**src/rtl/led_mmio_pkg.sv**
```systemverilog
// Shared definitions for the LED MMIO controller.
// Holds the register offsets, the LED mode encoding and the byte-strobe
// merge helper used by the register write path.
package led_mmio_pkg;

   localparam logic [4:0] OFS_OUT      = 5'h00;
   localparam logic [4:0] OFS_MODE     = 5'h04;
   localparam logic [4:0] OFS_PRESCALE = 5'h08;
   localparam logic [4:0] OFS_DUTY     = 5'h0C;
   localparam logic [4:0] OFS_TICKS    = 5'h10;

   typedef enum logic [1:0] {
      MODE_STATIC = 2'd0,
      MODE_BLINK  = 2'd1,
      MODE_PWM    = 2'd2,
      MODE_ROTATE = 2'd3
   } mode_e;

   // Replace each byte of old_val whose strobe is set with the matching byte of new_val.
   function automatic logic [31:0] merge_wstrb(input logic [31:0] old_val,
                                               input logic [31:0] new_val,
                                               input logic [3:0]  strb);
      logic [31:0] res;
      res = old_val;
      for (int b = 0; b < 4; b++) begin
         if (strb[b]) begin
            res[8*b +: 8] = new_val[8*b +: 8];
         end
      end
      return res;
   endfunction

endpackage

```
**src/rtl/led_mmio_ctrl_if.sv**
```systemverilog
// Data-bus interface of the LED MMIO controller.
// master: the core side, drives the request; slave: the peripheral side.
//   bus_req_i    single-cycle access request
//   bus_we_i     1 = write, 0 = read
//   bus_addr_i   byte offset within the block
//   bus_wdata_i  write data
//   bus_wstrb_i  byte write strobes
//   bus_rdata_o  registered read data, valid with bus_rvalid_o
//   bus_rvalid_o one-cycle read-data pulse
//   bus_err_o    one-cycle error pulse for a bad address
interface led_mmio_ctrl_if;

   logic        bus_req_i;
   logic        bus_we_i;
   logic [4:0]  bus_addr_i;
   logic [31:0] bus_wdata_i;
   logic [3:0]  bus_wstrb_i;
   logic [31:0] bus_rdata_o;
   logic        bus_rvalid_o;
   logic        bus_err_o;

   modport master (
      output bus_req_i, bus_we_i, bus_addr_i, bus_wdata_i, bus_wstrb_i,
      input  bus_rdata_o, bus_rvalid_o, bus_err_o
   );

   modport slave (
      input  bus_req_i, bus_we_i, bus_addr_i, bus_wdata_i, bus_wstrb_i,
      output bus_rdata_o, bus_rvalid_o, bus_err_o
   );

endinterface

```
**src/rtl/led_prescaler.sv**
```systemverilog
// Programmable tick prescaler.
// The counter runs 0..reload and emits a one-cycle tick while it sits at reload.
//   clk, rst  clock and asynchronous active-high reset
//   en        counting enable; low holds the counter at 0 with no ticks
//   clr       synchronous clear; also suppresses a coinciding tick
//   reload    terminal count (0 gives a tick every cycle)
//   tick      one-cycle tick pulse
module led_prescaler #(
   parameter int unsigned PRESCALE_W = 24
) (
   input  logic                  clk,
   input  logic                  rst,
   input  logic                  en,
   input  logic                  clr,
   input  logic [PRESCALE_W-1:0] reload,
   output logic                  tick
);

   logic [PRESCALE_W-1:0] r_pcnt;
   logic                  w_at_reload;

   always_comb begin
      w_at_reload = (r_pcnt == reload);
      tick        = en & ~clr & w_at_reload;
   end

   // ">=" rather than "==" so the counter can never run away past the reload value.
   always_ff @(posedge clk or posedge rst) begin
      if (rst) begin
         r_pcnt <= '0;
      end else if (!en || clr || (r_pcnt >= reload)) begin
         r_pcnt <= '0;
      end else begin
         r_pcnt <= r_pcnt + PRESCALE_W'(1);
      end
   end

endmodule

```
**src/rtl/led_mmio_ctrl.sv**
```systemverilog
// Memory-mapped LED output controller.
// Drives NUM_LEDS outputs in static, blink, PWM or rotate mode, all paced by a
// programmable prescaler tick; a free-running tick counter is readable.
//   clk, rst  clock and asynchronous active-high reset
//   bus       register access port (slave side of led_mmio_ctrl_if)
//   leds_o    registered LED drive
module led_mmio_ctrl
   import led_mmio_pkg::*;
#(
   parameter int unsigned NUM_LEDS   = 16,
   parameter int unsigned PWM_BITS   = 8,
   parameter int unsigned PRESCALE_W = 24
) (
   input  logic                clk,
   input  logic                rst,
   led_mmio_ctrl_if.slave      bus,
   output logic [NUM_LEDS-1:0] leds_o
);

   // Register state
   logic [NUM_LEDS-1:0]   r_out;
   mode_e                 r_mode;
   logic                  r_en;
   logic [PRESCALE_W-1:0] r_prescale;
   logic [PWM_BITS-1:0]   r_duty;
   logic [31:0]           r_ticks;

   // Pattern generator state
   logic                  r_phase;
   logic [PWM_BITS-1:0]   r_pwm_cnt;
   logic [NUM_LEDS-1:0]   r_pattern;
   logic [NUM_LEDS-1:0]   r_leds;

   // Bus response
   logic [31:0]           r_rdata;
   logic                  r_rvalid;
   logic                  r_err;

   logic                  w_addr_ok;
   logic                  w_wr;
   logic                  w_rd;
   logic                  w_wr_out;
   logic                  w_wr_mode;
   logic                  w_wr_prescale;
   logic                  w_wr_duty;
   logic                  w_wr_ticks;
   logic [31:0]           w_rd_val;
   logic [31:0]           w_wr_val;
   logic [NUM_LEDS-1:0]   w_out_next;
   logic [NUM_LEDS-1:0]   w_rotated;
   logic [NUM_LEDS-1:0]   w_leds_d;
   logic                  w_tick;
   logic                  w_unused;

   // ---------------------------------------------------------------------------
   // Address decode
   // ---------------------------------------------------------------------------
   always_comb begin
      w_addr_ok     = (bus.bus_addr_i[1:0] == 2'b00) && (bus.bus_addr_i <= OFS_TICKS);
      w_wr          = bus.bus_req_i & bus.bus_we_i & w_addr_ok;
      w_rd          = bus.bus_req_i & ~bus.bus_we_i & w_addr_ok;
      w_wr_out      = w_wr && (bus.bus_addr_i == OFS_OUT);
      w_wr_mode     = w_wr && (bus.bus_addr_i == OFS_MODE);
      w_wr_prescale = w_wr && (bus.bus_addr_i == OFS_PRESCALE);
      w_wr_duty     = w_wr && (bus.bus_addr_i == OFS_DUTY);
      w_wr_ticks    = w_wr && (bus.bus_addr_i == OFS_TICKS);
   end

   // Current value of the addressed register, zero-extended; unimplemented bits read 0.
   always_comb begin
      w_rd_val = '0;
      case (bus.bus_addr_i)
         OFS_OUT:      w_rd_val[NUM_LEDS-1:0]   = r_out;
         OFS_MODE: begin
            w_rd_val[1:0] = r_mode;
            w_rd_val[8]   = r_en;
         end
         OFS_PRESCALE: w_rd_val[PRESCALE_W-1:0] = r_prescale;
         OFS_DUTY:     w_rd_val[PWM_BITS-1:0]   = r_duty;
         OFS_TICKS:    w_rd_val                 = r_ticks;
         default:      ;
      endcase
   end

   // Strobed bytes come from the bus, the rest keep the register's current value.
   always_comb begin
      w_wr_val   = merge_wstrb(w_rd_val, bus.bus_wdata_i, bus.bus_wstrb_i);
      w_out_next = w_wr_out ? w_wr_val[NUM_LEDS-1:0] : r_out;
   end

   // Bits of the merged word that no register implements.
   assign w_unused = ^w_wr_val;

   // ---------------------------------------------------------------------------
   // Tick source; MODE and PRESCALE writes restart the count and drop a pending tick
   // ---------------------------------------------------------------------------
   led_prescaler #(
      .PRESCALE_W (PRESCALE_W)
   ) u_prescaler (
      .clk    (clk),
      .rst    (rst),
      .en     (r_en),
      .clr    (w_wr_prescale | w_wr_mode),
      .reload (r_prescale),
      .tick   (w_tick)
   );

   // ---------------------------------------------------------------------------
   // LED pattern selection
   // ---------------------------------------------------------------------------
   // Rotate left by one; the top bit wraps into bit 0 (also correct for NUM_LEDS == 1).
   assign w_rotated = (r_pattern << 1) | (r_pattern >> (NUM_LEDS - 1));

   always_comb begin
      w_leds_d = r_out;
      if (r_en) begin
         unique case (r_mode)
            MODE_STATIC: w_leds_d = r_out;
            MODE_BLINK:  w_leds_d = r_phase ? '0 : r_out;
            MODE_PWM:    w_leds_d = (r_pwm_cnt < r_duty) ? r_out : '0;
            MODE_ROTATE: w_leds_d = r_pattern;
            default:     w_leds_d = r_out;
         endcase
      end
   end

   // ---------------------------------------------------------------------------
   // State
   // ---------------------------------------------------------------------------
   always_ff @(posedge clk or posedge rst) begin
      if (rst) begin
         r_out      <= '0;
         r_mode     <= MODE_STATIC;
         r_en       <= 1'b0;
         r_prescale <= '0;
         r_duty     <= '0;
         r_ticks    <= '0;
         r_phase    <= 1'b0;
         r_pwm_cnt  <= '0;
         r_pattern  <= '0;
         r_leds     <= '0;
         r_rdata    <= '0;
         r_rvalid   <= 1'b0;
         r_err      <= 1'b0;
      end else begin
         r_out <= w_out_next;

         if (w_wr_mode) begin
            r_mode <= mode_e'(w_wr_val[1:0]);
            r_en   <= w_wr_val[8];
         end

         if (w_wr_prescale) begin
            r_prescale <= w_wr_val[PRESCALE_W-1:0];
         end

         if (w_wr_duty) begin
            r_duty <= w_wr_val[PWM_BITS-1:0];
         end

         // A clearing write beats a coinciding tick.
         if (w_wr_ticks) begin
            r_ticks <= '0;
         end else if (w_tick) begin
            r_ticks <= r_ticks + 32'd1;
         end

         if (w_wr_mode) begin
            r_phase   <= 1'b0;
            r_pwm_cnt <= '0;
         end else if (w_tick) begin
            r_phase   <= ~r_phase;
            r_pwm_cnt <= r_pwm_cnt + PWM_BITS'(1);
         end

         // Loading from OUT takes priority over a rotate step in the same cycle.
         if (w_wr_mode || w_wr_out) begin
            r_pattern <= w_out_next;
         end else if (w_tick) begin
            r_pattern <= w_rotated;
         end

         r_leds   <= w_leds_d;
         r_rvalid <= w_rd;
         r_rdata  <= w_rd ? w_rd_val : '0;
         r_err    <= bus.bus_req_i & ~w_addr_ok;
      end
   end

   assign leds_o           = r_leds;
   assign bus.bus_rdata_o  = r_rdata;
   assign bus.bus_rvalid_o = r_rvalid;
   assign bus.bus_err_o    = r_err;

endmodule

```
**src/flat_wrapper.sv**
```systemverilog
// flat-port wrapper written by rule: the top's interface ports become plain ports
module led_mmio_ctrl_flat import led_mmio_pkg::*;
#(
   parameter int unsigned NUM_LEDS   = 16,
   parameter int unsigned PWM_BITS   = 8,
   parameter int unsigned PRESCALE_W = 24
)
  (clk, rst, leds_o, bus_bus_req_i, bus_bus_we_i, bus_bus_addr_i, bus_bus_wdata_i, bus_bus_wstrb_i, bus_bus_rdata_o, bus_bus_rvalid_o, bus_bus_err_o);
  led_mmio_ctrl_if bus_i ();
  input  logic clk;
  input  logic rst;
  output logic [NUM_LEDS-1:0] leds_o;
  input wire logic [$bits(bus_i.bus_req_i)-1:0] bus_bus_req_i;
  input wire logic [$bits(bus_i.bus_we_i)-1:0] bus_bus_we_i;
  input wire logic [$bits(bus_i.bus_addr_i)-1:0] bus_bus_addr_i;
  input wire logic [$bits(bus_i.bus_wdata_i)-1:0] bus_bus_wdata_i;
  input wire logic [$bits(bus_i.bus_wstrb_i)-1:0] bus_bus_wstrb_i;
  output wire logic [$bits(bus_i.bus_rdata_o)-1:0] bus_bus_rdata_o;
  output wire logic [$bits(bus_i.bus_rvalid_o)-1:0] bus_bus_rvalid_o;
  output wire logic [$bits(bus_i.bus_err_o)-1:0] bus_bus_err_o;
  assign bus_i.bus_req_i = bus_bus_req_i;
  assign bus_i.bus_we_i = bus_bus_we_i;
  assign bus_i.bus_addr_i = bus_bus_addr_i;
  assign bus_i.bus_wdata_i = bus_bus_wdata_i;
  assign bus_i.bus_wstrb_i = bus_bus_wstrb_i;
  assign bus_bus_rdata_o = bus_i.bus_rdata_o;
  assign bus_bus_rvalid_o = bus_i.bus_rvalid_o;
  assign bus_bus_err_o = bus_i.bus_err_o;
  led_mmio_ctrl #(.NUM_LEDS(NUM_LEDS), .PWM_BITS(PWM_BITS), .PRESCALE_W(PRESCALE_W)) u_core (.clk(clk), .rst(rst), .bus(bus_i), .leds_o(leds_o));
endmodule
```
**config.mk**
```make
export PLATFORM = sky130hd
export DESIGN_NAME = led_mmio_ctrl_flat
export DESIGN_NICKNAME = d
export VERILOG_FILES = /design/src/rtl/led_mmio_pkg.sv /design/src/rtl/led_mmio_ctrl_if.sv /design/src/rtl/led_prescaler.sv /design/src/rtl/led_mmio_ctrl.sv /design/src/flat_wrapper.sv
export SDC_FILE = /design/constraint.sdc
export NUM_CORES = 1
export LEC_CHECK = 0
export ABC_AREA = 1
export CORE_MARGIN = 2
export CORE_UTILIZATION = 45
export DETAILED_ROUTE_END_ITERATION = 12
export PLACE_DENSITY = 0.72
export RECOVER_POWER = 25
export SKIP_CTS_REPAIR_TIMING = 1
export SYNTH_ARGS = -nofsm -noshare
export SYNTH_HDL_FRONTEND = slang
export SYNTH_SLANG_ARGS = --single-unit
export TNS_END_PERCENT = 100
```
**constraint.sdc**
```tcl
create_clock -name clk -period 7.45 [get_ports clk]
set_input_delay 1.49 -clock clk [delete_from_list [all_inputs] [get_ports clk]]
set_output_delay 1.49 -clock clk [all_outputs]
set_load 0.01 [all_outputs]
```
==> flow_metrics.py <==
metrics = {
    "final_layout": {
        "nets": 1500,
        "syn2layout_area_growth_pct": 15.9,
        "layout_commonest_cell": "nand2_1",
        "layout_common_cells": "nand2_1, dfrtp_1, nor2_1",
        "stdcell_count": 1719,
        "drive_above_1_share_pct": 5.37,
        "diodes": 0,
    },
    "timing": {
        "layout_min_cycle_time_ns": 5.00,
        "max-slew-margin-rel_pct": -115,
        "fin_tns_setup_ns": 0,
        "rsz0062_at_grt": "no",
        "holdWs_ns": 0.472,
        "hold_viol": 0,
        "fmax_mhz": 200,
        "clock_skew_ns": 0.0134,
        "fin_crit_sh_pct": 67.1,
        "final_max_slew_viol_count": 91,
        "setup-violations-final": 0,
        "worstMarginPinSlew_ns": 3.21,
    },
    "drt": {
        "via_per_inst": 5.61,
        "avgRoutedWirePerCell_um": 16.9,
        "dr_total_vias": 9645,
        "firstDrtPassIters": 6,
        "drc": 0,
        "drt_first_iter_violations": 945,
        "ant_nets": 0,
        "routed_wirelength_mm": 29.0,
    },
    "synth": {
        "yosys_warnings": 0,
        "synth_top_area_share_pct": 44.2,
        "synth_edf_count": 0,
        "synthTopCellsByArea": "dfrtp_1, nand2_1, nor2_1, nand3_1, inv_1",
        "syn_avg_cell_area_sq_um": 7.64,
        "synth_cells": 1349,
        "ys_ff_latch": 182,
        "synthesis.nets": 1428,
        "yosysSeqAreaShare_pct": 44.2,
        "async_reset_ff_share_pct": 100,
        "netlist_area_sq_um": 10300,
        "yosys.cell_types.count": 42,
        "synthFlopType": "dfrtp_1",
        "yosysTopAreaCell": "dfrtp_1",
    },
    "worst_setup_path": {
        "r2r_start": "u_core.r_en$_DFFE_PP0P_",
        "r2r_setup_slack_ns": 4.21,
        "cp-start-kind": "primary input",
        "cp-end-kind": "flop",
        "critPathKind": "primary input to flop",
        "crit_fanout": 28,
        "reg2reg_to": "u_core.leds_o[0]$_DFF_PP0_",
        "required_ns": 7.74,
        "r2r_cells": 5,
        "critPathArrivalTime_ns": 5.30,
    },
    "grt": {
        "grtUsageTotal_pct": 24.8,
        "grt_pass1_vias": 9152,
        "grt_max_degree": 73,
        "grt_pass1_wl_mm": 47.1,
        "gr-total-overflow": 0,
        "antenna_found_initial": 0,
    },
    "placement": {
        "port_buffers": 85,
        "dp_hpwl_mm": 20.9,
        "dp.cells": 1687,
        "place_congestion": 0.901,
    },
    "clocking": {
        "clockBufferDepth": 2,
        "clk_pin_slew_ns": 0.07,
        "cts.sinks": 182,
        "cts_tree": "done",
        "insertion_delay_ns": 0.44,
        "h-tree-depth": 4,
        "cts_root_buffer": "clkbuf_16",
        "cts_made_buffers": 17,
    },
    "floorplanning": {
        "start_util_pct": 45.7,
        "die-width_um": 155,
        "die_area_sq_um": 24100,
        "rows": 55,
        "core_sq_um": 22600,
        "io_pins": 95,
        "die_h_um": 155,
    },
    "run": {
        "drv_cap": 2,
    },
    "min_path": {
        "min_path_type": "flop to flop",
        "hold_depth": 1,
        "min_from": "u_core.r_phase$_DFFE_PP0P_",
        "worstHoldEndpoint": "u_core.r_phase$_DFFE_PP0P_",
    },
    "pwr": {
        "ir_drop_uv": 141,
        "p_per_area_nw_per_um2": 185,
        "p_leak_nw": 5.46,
    },
    "outcome": {
        "status": "finished, violations left",
        "violations": "max-capacitance violations, max-slew violations",
    },
}
[flip-flops by register name, summed over array words and instances, names as in the netlist]
name,flops
u_core.u_prescaler.r_pcnt,24
u_core.r_en,1
u_core.bus.bus_rdata_o,32
u_core.r_ticks,32
u_core.leds_o,16
u_core.r_phase,1
u_core.bus.bus_err_o,1
u_core.r_out,16
u_core.bus.bus_rvalid_o,1
u_core.r_pattern,16
u_core.r_prescale,24
u_core.r_pwm_cnt,8
u_core.r_mode,2
u_core.r_duty,8
[final cells by class]
class	count	area (sq um)
clock inverter	13	146
multi-input combinational	966	4930
timing repair buffer	93	911
clock buffer	19	443
sequential	182	4550
inverter	161	608
tap	285	357
fill	2120	10600
[kinds of logic (layout without fill, tap and decap cells)]
logic type / Yosys count / after routing / share of synthesized area [%]
AOI/OAI and AO/OA: 171 / 171 / 9.59
xor gates and xnor gates: 34 / 34 / 2.89
adders and majority gates: 34 / 34 / 4.13
buffers and inverters: 201 / 286 / 7.91
DFF: 182 / 182 / 44.2
and+or+nand+nor: 727 / 727 / 31.3
[through the flow]
stage	utilization [%]	power (mW)	worst slack (ns)	instance area, sq um
3_3_place_gp	50.4	1.30	2.72	11400
3_5_place_dp	50.4	1.31	2.66	11400
4_1_cts	53.0	2.22	3.12	12000
5_1_grt	52.9	2.29	2.17	12000
6_report	52.9	2.21	2.45	12000
2_1_floorplan	-	1.21	1.02	10300
[critical path: stages]
cell             delay, ns
clkdlybuf4s50_1       0.39
nor2_1                1.00
o21ai_0               0.44
nor2_2                0.35
o21ai_2               0.13
nand3_2               0.46
nand2_2               0.51
inv_2                 0.35
o21ai_0               0.15
[cell usage after synthesis, types with 3 or more instances]
cell type / instances
a221oi_1: 16
nor2_4: 6
o22ai_1: 14
nand3_1: 124
nand4_1: 49
buf_2: 17
clkbuf_1: 15
ha_1: 34
or2_2: 6
o21ai_0: 81
inv_2: 6
dfrtp_1: 182
a21boi_0: 3
and2_1: 13
o21a_1: 4
a21oi_1: 31
nor3_1: 29
a31oi_1: 8
o21ai_2: 3
buf_4: 6
o21ai_1: 5
inv_1: 152
nor2_2: 5
nand2_1: 303
nor4_1: 5
nor2_1: 175
o31ai_1: 3
nand2_2: 5
xor2_1: 22
xnor2_1: 12
[power breakdown]
part           internal, mW  total (mW)  switching [mW]
Clock                 0.508       0.920           0.412
Sequential             1.03        1.06          0.0325
Combinational        0.0826       0.231           0.148
Total                  1.62        2.21           0.592
[metal layers]
metal / up-vias / global-route usage [%] / part of all wire (%)
li1: 4593 / - / -
met1: 4647 / 33.2 / 43
met2: 356 / 41.4 / 48
met3: 49 / 3.82 / 6.4
met4: 0 / 7.99 / 2.3
met5: - / 0 / 0
[worst max-delay path by stage]
stage	from	endpoint	slack [ns]	cells past startpoint
after floorplan	rst	u_core.bus.bus_err_o$_DFF_PP0_	1.02	1
after global placement	bus_bus_addr_i[4]	u_core.r_ticks[6]$_DFFE_PP0P_	2.72	10
after detailed placement	bus_bus_addr_i[4]	u_core.r_ticks[29]$_DFFE_PP0P_	2.66	9
after CTS	bus_bus_addr_i[4]	u_core.r_ticks[29]$_DFFE_PP0P_	3.12	9
after global routing	bus_bus_addr_i[1]	u_core.r_ticks[29]$_DFFE_PP0P_	2.17	9
final	bus_bus_addr_i[1]	u_core.r_ticks[29]$_DFFE_PP0P_	2.45	9
No activity file was read; power rests on OpenSTA's default activity.
